### config.mk
export PLATFORM = sky130hd
export DESIGN_NAME = mem_bus_arbiter
export DESIGN_NICKNAME = d
export VERILOG_FILES = /design/src/rtl/mem_bus_arbiter_pkg.sv /design/src/rtl/mem_bus_arbiter.sv
export SDC_FILE = /design/constraint.sdc
export NUM_CORES = 1
export LEC_CHECK = 0
export BUFFER_PORTS_ARGS = -buffer_cell sky130_fd_sc_hd__buf_2
export CORE_AREA = 2 2 123 125
export DETAILED_ROUTE_END_ITERATION = 10
export DIE_AREA = 0 0 125 127
export GPL_TIMING_DRIVEN = 0
export PLACE_DENSITY_LB_ADDON = 0.2
export SKIP_CTS_REPAIR_TIMING = 1
export SYNTH_ARGS = -nofsm -noshare
export SYNTH_HDL_FRONTEND = slang
export SYNTH_SLANG_ARGS = --single-unit
export TNS_END_PERCENT = 30
### constraint.sdc
create_clock -name i_clk -period 1.5 [get_ports i_clk]
set_input_delay 0.15 -clock i_clk [delete_from_list [all_inputs] [get_ports i_clk]]
set_output_delay 0.15 -clock i_clk [all_outputs]
set_load 0.05 [all_outputs]
### src/rtl/mem_bus_arbiter_pkg.sv
// rtl/mem_bus_arbiter_pkg.sv - shared memory request types and arbiter enums
package mem_bus_arbiter_pkg;

  typedef logic [31:0] addr_t;
  typedef logic [31:0] mtrans_t;

  typedef struct packed {
    addr_t       a;
    logic        we;
    logic [3:0]  be;
    mtrans_t     d;
  } mem_req_t;

  typedef enum logic {
    ARB_FETCH = 1'b0,
    ARB_DATA  = 1'b1
  } arb_owner_e;

  typedef enum logic [1:0] {
    ARB_IDLE  = 2'd0,
    ARB_ISSUE = 2'd1,
    ARB_WAIT  = 2'd2
  } arb_state_e;

endpackage

### src/rtl/mem_bus_arbiter.sv
// rtl/mem_bus_arbiter.sv - one-outstanding arbiter sharing the memory port between fetch and load/store
module mem_bus_arbiter
  import mem_bus_arbiter_pkg::*;
#(
  parameter int MAX_DATA_STREAK = 4,
  parameter int STREAK_W        = $clog2(MAX_DATA_STREAK + 1)
) (
  input  logic     i_clk,
  input  logic     i_rst,

  input  logic     i_if_req_valid,
  output logic     o_if_req_ready,
  input  mem_req_t i_if_req_data,
  output logic     o_if_resp_valid,
  input  logic     i_if_resp_ready,
  output mtrans_t  o_if_resp_data,

  input  logic     i_dm_req_valid,
  output logic     o_dm_req_ready,
  input  mem_req_t i_dm_req_data,
  output logic     o_dm_resp_valid,
  input  logic     i_dm_resp_ready,
  output mtrans_t  o_dm_resp_data,

  output logic     o_mem_req_valid,
  input  logic     i_mem_req_ready,
  output mem_req_t o_mem_req_data,
  input  logic     i_mem_resp_valid,
  output logic     o_mem_resp_ready,
  input  mtrans_t  i_mem_resp_data,

  output logic     o_busy,
  output logic     o_owner
);

  arb_state_e          r_state;
  arb_state_e          w_next_state;
  arb_owner_e          r_owner;
  logic [STREAK_W-1:0] r_streak;
  logic [STREAK_W-1:0] w_streak_inc;
  logic                w_grant_any;
  logic                w_grant_data;

  // Data wins a contested slot until it has used up its streak budget.
  always_comb begin
    w_grant_any  = i_if_req_valid | i_dm_req_valid;
    w_grant_data = 1'b0;
    if (i_dm_req_valid && i_if_req_valid)
      w_grant_data = (r_streak < STREAK_W'(MAX_DATA_STREAK));
    else
      w_grant_data = i_dm_req_valid;
    w_streak_inc = (r_streak == STREAK_W'(MAX_DATA_STREAK)) ? r_streak : r_streak + 1'b1;
  end

  always_ff @(posedge i_clk or negedge i_rst) begin
    if (!i_rst) begin
      r_state  <= ARB_IDLE;
      r_owner  <= ARB_FETCH;
      r_streak <= '0;
    end else begin
      r_state <= w_next_state;
      if (r_state == ARB_IDLE && w_grant_any) begin
        r_owner  <= w_grant_data ? ARB_DATA : ARB_FETCH;
        r_streak <= (w_grant_data && i_if_req_valid) ? w_streak_inc : '0;
      end
    end
  end

  always_comb begin
    w_next_state = r_state;
    case (r_state)
      ARB_IDLE:  if (w_grant_any) w_next_state = ARB_ISSUE;
      ARB_ISSUE: if (i_mem_req_ready) w_next_state = ARB_WAIT;
      ARB_WAIT:  if (i_mem_resp_valid && o_mem_resp_ready) w_next_state = ARB_IDLE;
      default:   w_next_state = ARB_IDLE;
    endcase
  end

  // Responses outside WAIT are never accepted: mem_resp_ready stays low there.
  always_comb begin
    o_mem_req_valid  = 1'b0;
    o_if_req_ready   = 1'b0;
    o_dm_req_ready   = 1'b0;
    o_if_resp_valid  = 1'b0;
    o_dm_resp_valid  = 1'b0;
    o_mem_resp_ready = 1'b0;
    o_mem_req_data   = (r_owner == ARB_DATA) ? i_dm_req_data : i_if_req_data;
    o_if_resp_data   = i_mem_resp_data;
    o_dm_resp_data   = i_mem_resp_data;
    o_busy           = (r_state != ARB_IDLE);
    o_owner          = r_owner;
    case (r_state)
      ARB_ISSUE: begin
        o_mem_req_valid = 1'b1;
        if (r_owner == ARB_DATA) o_dm_req_ready = i_mem_req_ready;
        else                     o_if_req_ready = i_mem_req_ready;
      end
      ARB_WAIT: begin
        if (r_owner == ARB_DATA) begin
          o_dm_resp_valid  = i_mem_resp_valid;
          o_mem_resp_ready = i_dm_resp_ready;
        end else begin
          o_if_resp_valid  = i_mem_resp_valid;
          o_mem_resp_ready = i_if_resp_ready;
        end
      end
      default: ;
    endcase
  end

endmodule

==> impl_metrics.csv <==
group,metric,value,unit
synthesis,synthDominantCellAreaShare,32.5,%
job,max_cap_violations,0,
synthesis,asyncSetResetFlopFracSynth,100,%
timing,min_period,1.65,ns
setup_path,worst_setup_path_start_kind,"flop",
global_route,gr-usage-all-layers,8.46,%
drt,dr_total_vias,2328,
setup_path,path_common_cell,"buf_12",
synthesis,synth.yosys.seq_area_share,8.12,%
finish,synthToLayoutAreaGrowth,112,%
timing,final_min_period_over_clock_period,110,%
timing,final_max_slew_viol_count,0,
finish,fillerInstances,1571,
timing,slew_headroom,81.3,%
synthesis,synth_fp_nets,356,
finish,num-nets-final,650,
clocking,numClockSinks,6,
placed_design,place.gp.congestion,0.721,
finish,fraction_of_final_layout_cells_sized_beyond_drive_strength_1,94.9,%
placed_design,port_buffers,286,
drt,postRouteAntennaNets,0,
setup_path,crit_required,1.35,ns
synthesis,synth-seq-cells,6,
finish,finalNonFillerCells,653,
drt,drtPass1Iterations,4,
synthesis,postSynthAreaPerCell,10.5,sq um
finish,multiInputGateArea,1160,sq um
synthesis,post_synth_num_cell_types,24,
outcome,violations,"setup timing",
floorplan,fp.dieW,125,um
synthesis,edff_count_synth,0,
synthesis,netlist_area,1850,sq um
power,finalPower,7030,uW
global_route,grtUsageMet1,9.77,%
timing,setup-violations-final,70,
synthesis,synth_top_flop_cell,"dfrtp_1",
timing,maximum_clock_rate,606,MHz
setup_path,worst_setup_path_end_kind,"primary output",
synthesis,synth_warnings,0,
placed_design,hpwlAfterDp,7.09,mm
timing,layout_setup_ws,-0.151,ns
timing,final.setup_skew,0.00449,ns
clocking,later_pin_clock_latency_in_the_skew_report,0.23,ns
timing,grt_setup_unrepaired,"yes",
setup_path,critPathKind,"reg2out",
global_route,grt_first_pass_wirelength,11.1,mm
setup_path,crit_path_max_fanout,10,
floorplan,die_h,127,um
clocking,numCtsBuffers,3,
power,total_leakage_power,0.00227,uW
global_route,global_route.usage.met2,16.3,%
setup_path,crit_arrival,1.50,ns
drt,remaining_drc_errors,0,
clocking,clk_path_buf_depth,2,
floorplan,die_area,15900,sq um
drt,routed_wire_length_per_instance,12.3,um
finish,seqCellArea,154,sq um
timing,final_hold_viol_count,0,
power,p_per_area,1790,nW/um^2
clocking,cts.root.buffer_cell,"clkbuf_16",
floorplan,initial_core_util,12.8,%
synthesis,netlist_instances,176,
floorplan,top_level_ports,319,
drt,route.detailed.vias_per_inst,3.57,
global_route,maximum_number_of_pins_on_one_net_before_global_route_repair,11,
placed_design,placed_cell_count,646,
power,vdd.ir_drop.worst,0.837,mV
global_route,first_global_vias,2235,
setup_path,slowest_stage,"dfrtp_2",
clocking,cts_htree_levels,1,
finish,utilization,27.2,%
global_route,grt-busiest-layer,"met2",
drt,wirelength,8.01,mm
global_route,grt_antenna_before_repair,0,
finish,antenna_cells,0,
synthesis,synth_area_leaders,"mux2_4 (32%), buf_4 (26%), mux2_2 (15%)",
clocking,cts_tree,"done",
global_route,grt.met3_usage,1.63,%
outcome,outcome,"finished with violations",
setup_path,peak_per_stage_delay_on_the_critical_path,0.44,ns
worst_hold_path,timing.hold.worst.class,"in2reg",
global_route,grt-ovfl-total,0,
timing,tightestPinTransition,0.280,ns
floorplan,placeableCoreArea,14400,sq um
synthesis,yosys.area.top_type,"mux2_4",
floorplan,placementRows,44,
setup_path,crit_path_cell_trace,"buf_12 > buf_12 > mux2_4 > buf_2",
clocking,clkTransAtPathRegs,0.04,ns
drt,drt_iter0_markers,26,
==> power breakdown <==
group          internal [uW]  total (uW)  leakage (uW)  switching, uW
Sequential               229         347     0.0000728            118
Clock                    353         447     0.0000382           94.2
Combinational           2410        6230       0.00216           3820
Total                   2990        7030       0.00227           4040
==> layout by cell type (no fill, tap or decap), types with 3 or more instances in the layout <==
master and instances:
buf_12 6, buf_2 252, buf_4 68, buf_6 30, clkbuf_16 3, dfrtp_1 3
dfrtp_2 3, inv_1 4, mux2_2 30, mux2_4 40
==> metal layers <==
metal  vias up  share of wire (%)
met5         -                  0
met2       161                 53
met4         0               0.76
li1       1132                  -
met3         6                9.6
met1      1029                 36
==> worst max-delay path, delay by kind of cell, from the launching register on <==
family                 cells  cell delay, ns
buffers and inverters      3            0.53
DFF                        1            0.44
muxes                      1            0.29
==> flip-flops by register name, indices dropped and copies added, names as in the netlist <==
signal / count
o_owner: 1
r_streak: 3
r_state: 2
==> through the flow <==
| stage | hold WS (ns) | instance area (sq um) | TNS (ns) | setup slack, ns |
|---|---|---|---|---|
| 6_report | 0.142 | 3920 | -7.75 | -0.151 |
| 5_1_grt | 0.167 | 3920 | -11.64 | -0.199 |
| 4_1_cts | -0.253 | 3610 | -15.24 | -0.280 |
| 3_5_place_dp | -0.0117 | 3530 | -0.454 | -0.0317 |
| 3_3_place_gp | -0.0149 | 3530 | -0.108 | -0.0273 |
| 2_1_floorplan | -0.146 | 1870 | 0 | 0.0218 |
==> cell families after synthesis <==
family                   count (synthesis)  synth area share (%)
buffers and inverters                   76                  31.0
multiplexers                            71                  51.3
AND/OR/NAND/NOR                         14                  5.69
AO/OA/AOI/OAI                            7                  2.51
flip-flops                               6                  8.12
adder cells (fa/ha/maj)                  2                  1.35
==> cells in the mapped netlist, types with 2 or more instances <==
cell and n:
o21ai_1 2, nor2_1 2, and3_1 2, mux2_2 25, dfrtp_1 6, ha_1 2
a22o_1 2, nor3_1 2, inv_1 4, mux2_1 5, nand2_1 2, buf_4 64
buf_2 2, buf_6 6, nand2b_1 2, mux2_4 40
==> worst paths after layout <==
check | from | endpoint | cells after the start | slack, ns
worst min register to register | r_streak[2]$_DFFE_PN0P_ | r_streak[2]$_DFFE_PN0P_ | 1 | 0.50
worst max-delay path | o_owner$_DFFE_PN0P_ | o_mem_req_data[47] | 4 | -0.15
max in group asynchronous | i_rst | r_state[1]$_DFFE_PN0P_ | 2 | 1.06
min in group asynchronous | i_rst | o_owner$_DFFE_PN0P_ | 2 | 0.28
worst min-delay path | i_mem_req_ready | r_state[0]$_DFFE_PN0P_ | 2 | 0.14
worst max register to register | o_owner$_DFFE_PN0P_ | r_state[1]$_DFFE_PN0P_ | 5 | 0.29
==> final cells by class <==
cell class	count	share of cell area [%]
multi-input cells	94	29.5
inverters	4	0.383
repair buffers	289	42.6
flip-flops and latches	6	3.92
well taps	184	5.87
clock buffers	4	2.01
plain buffers	72	15.7
Note: power is estimated with default switching activity, not from simulation.
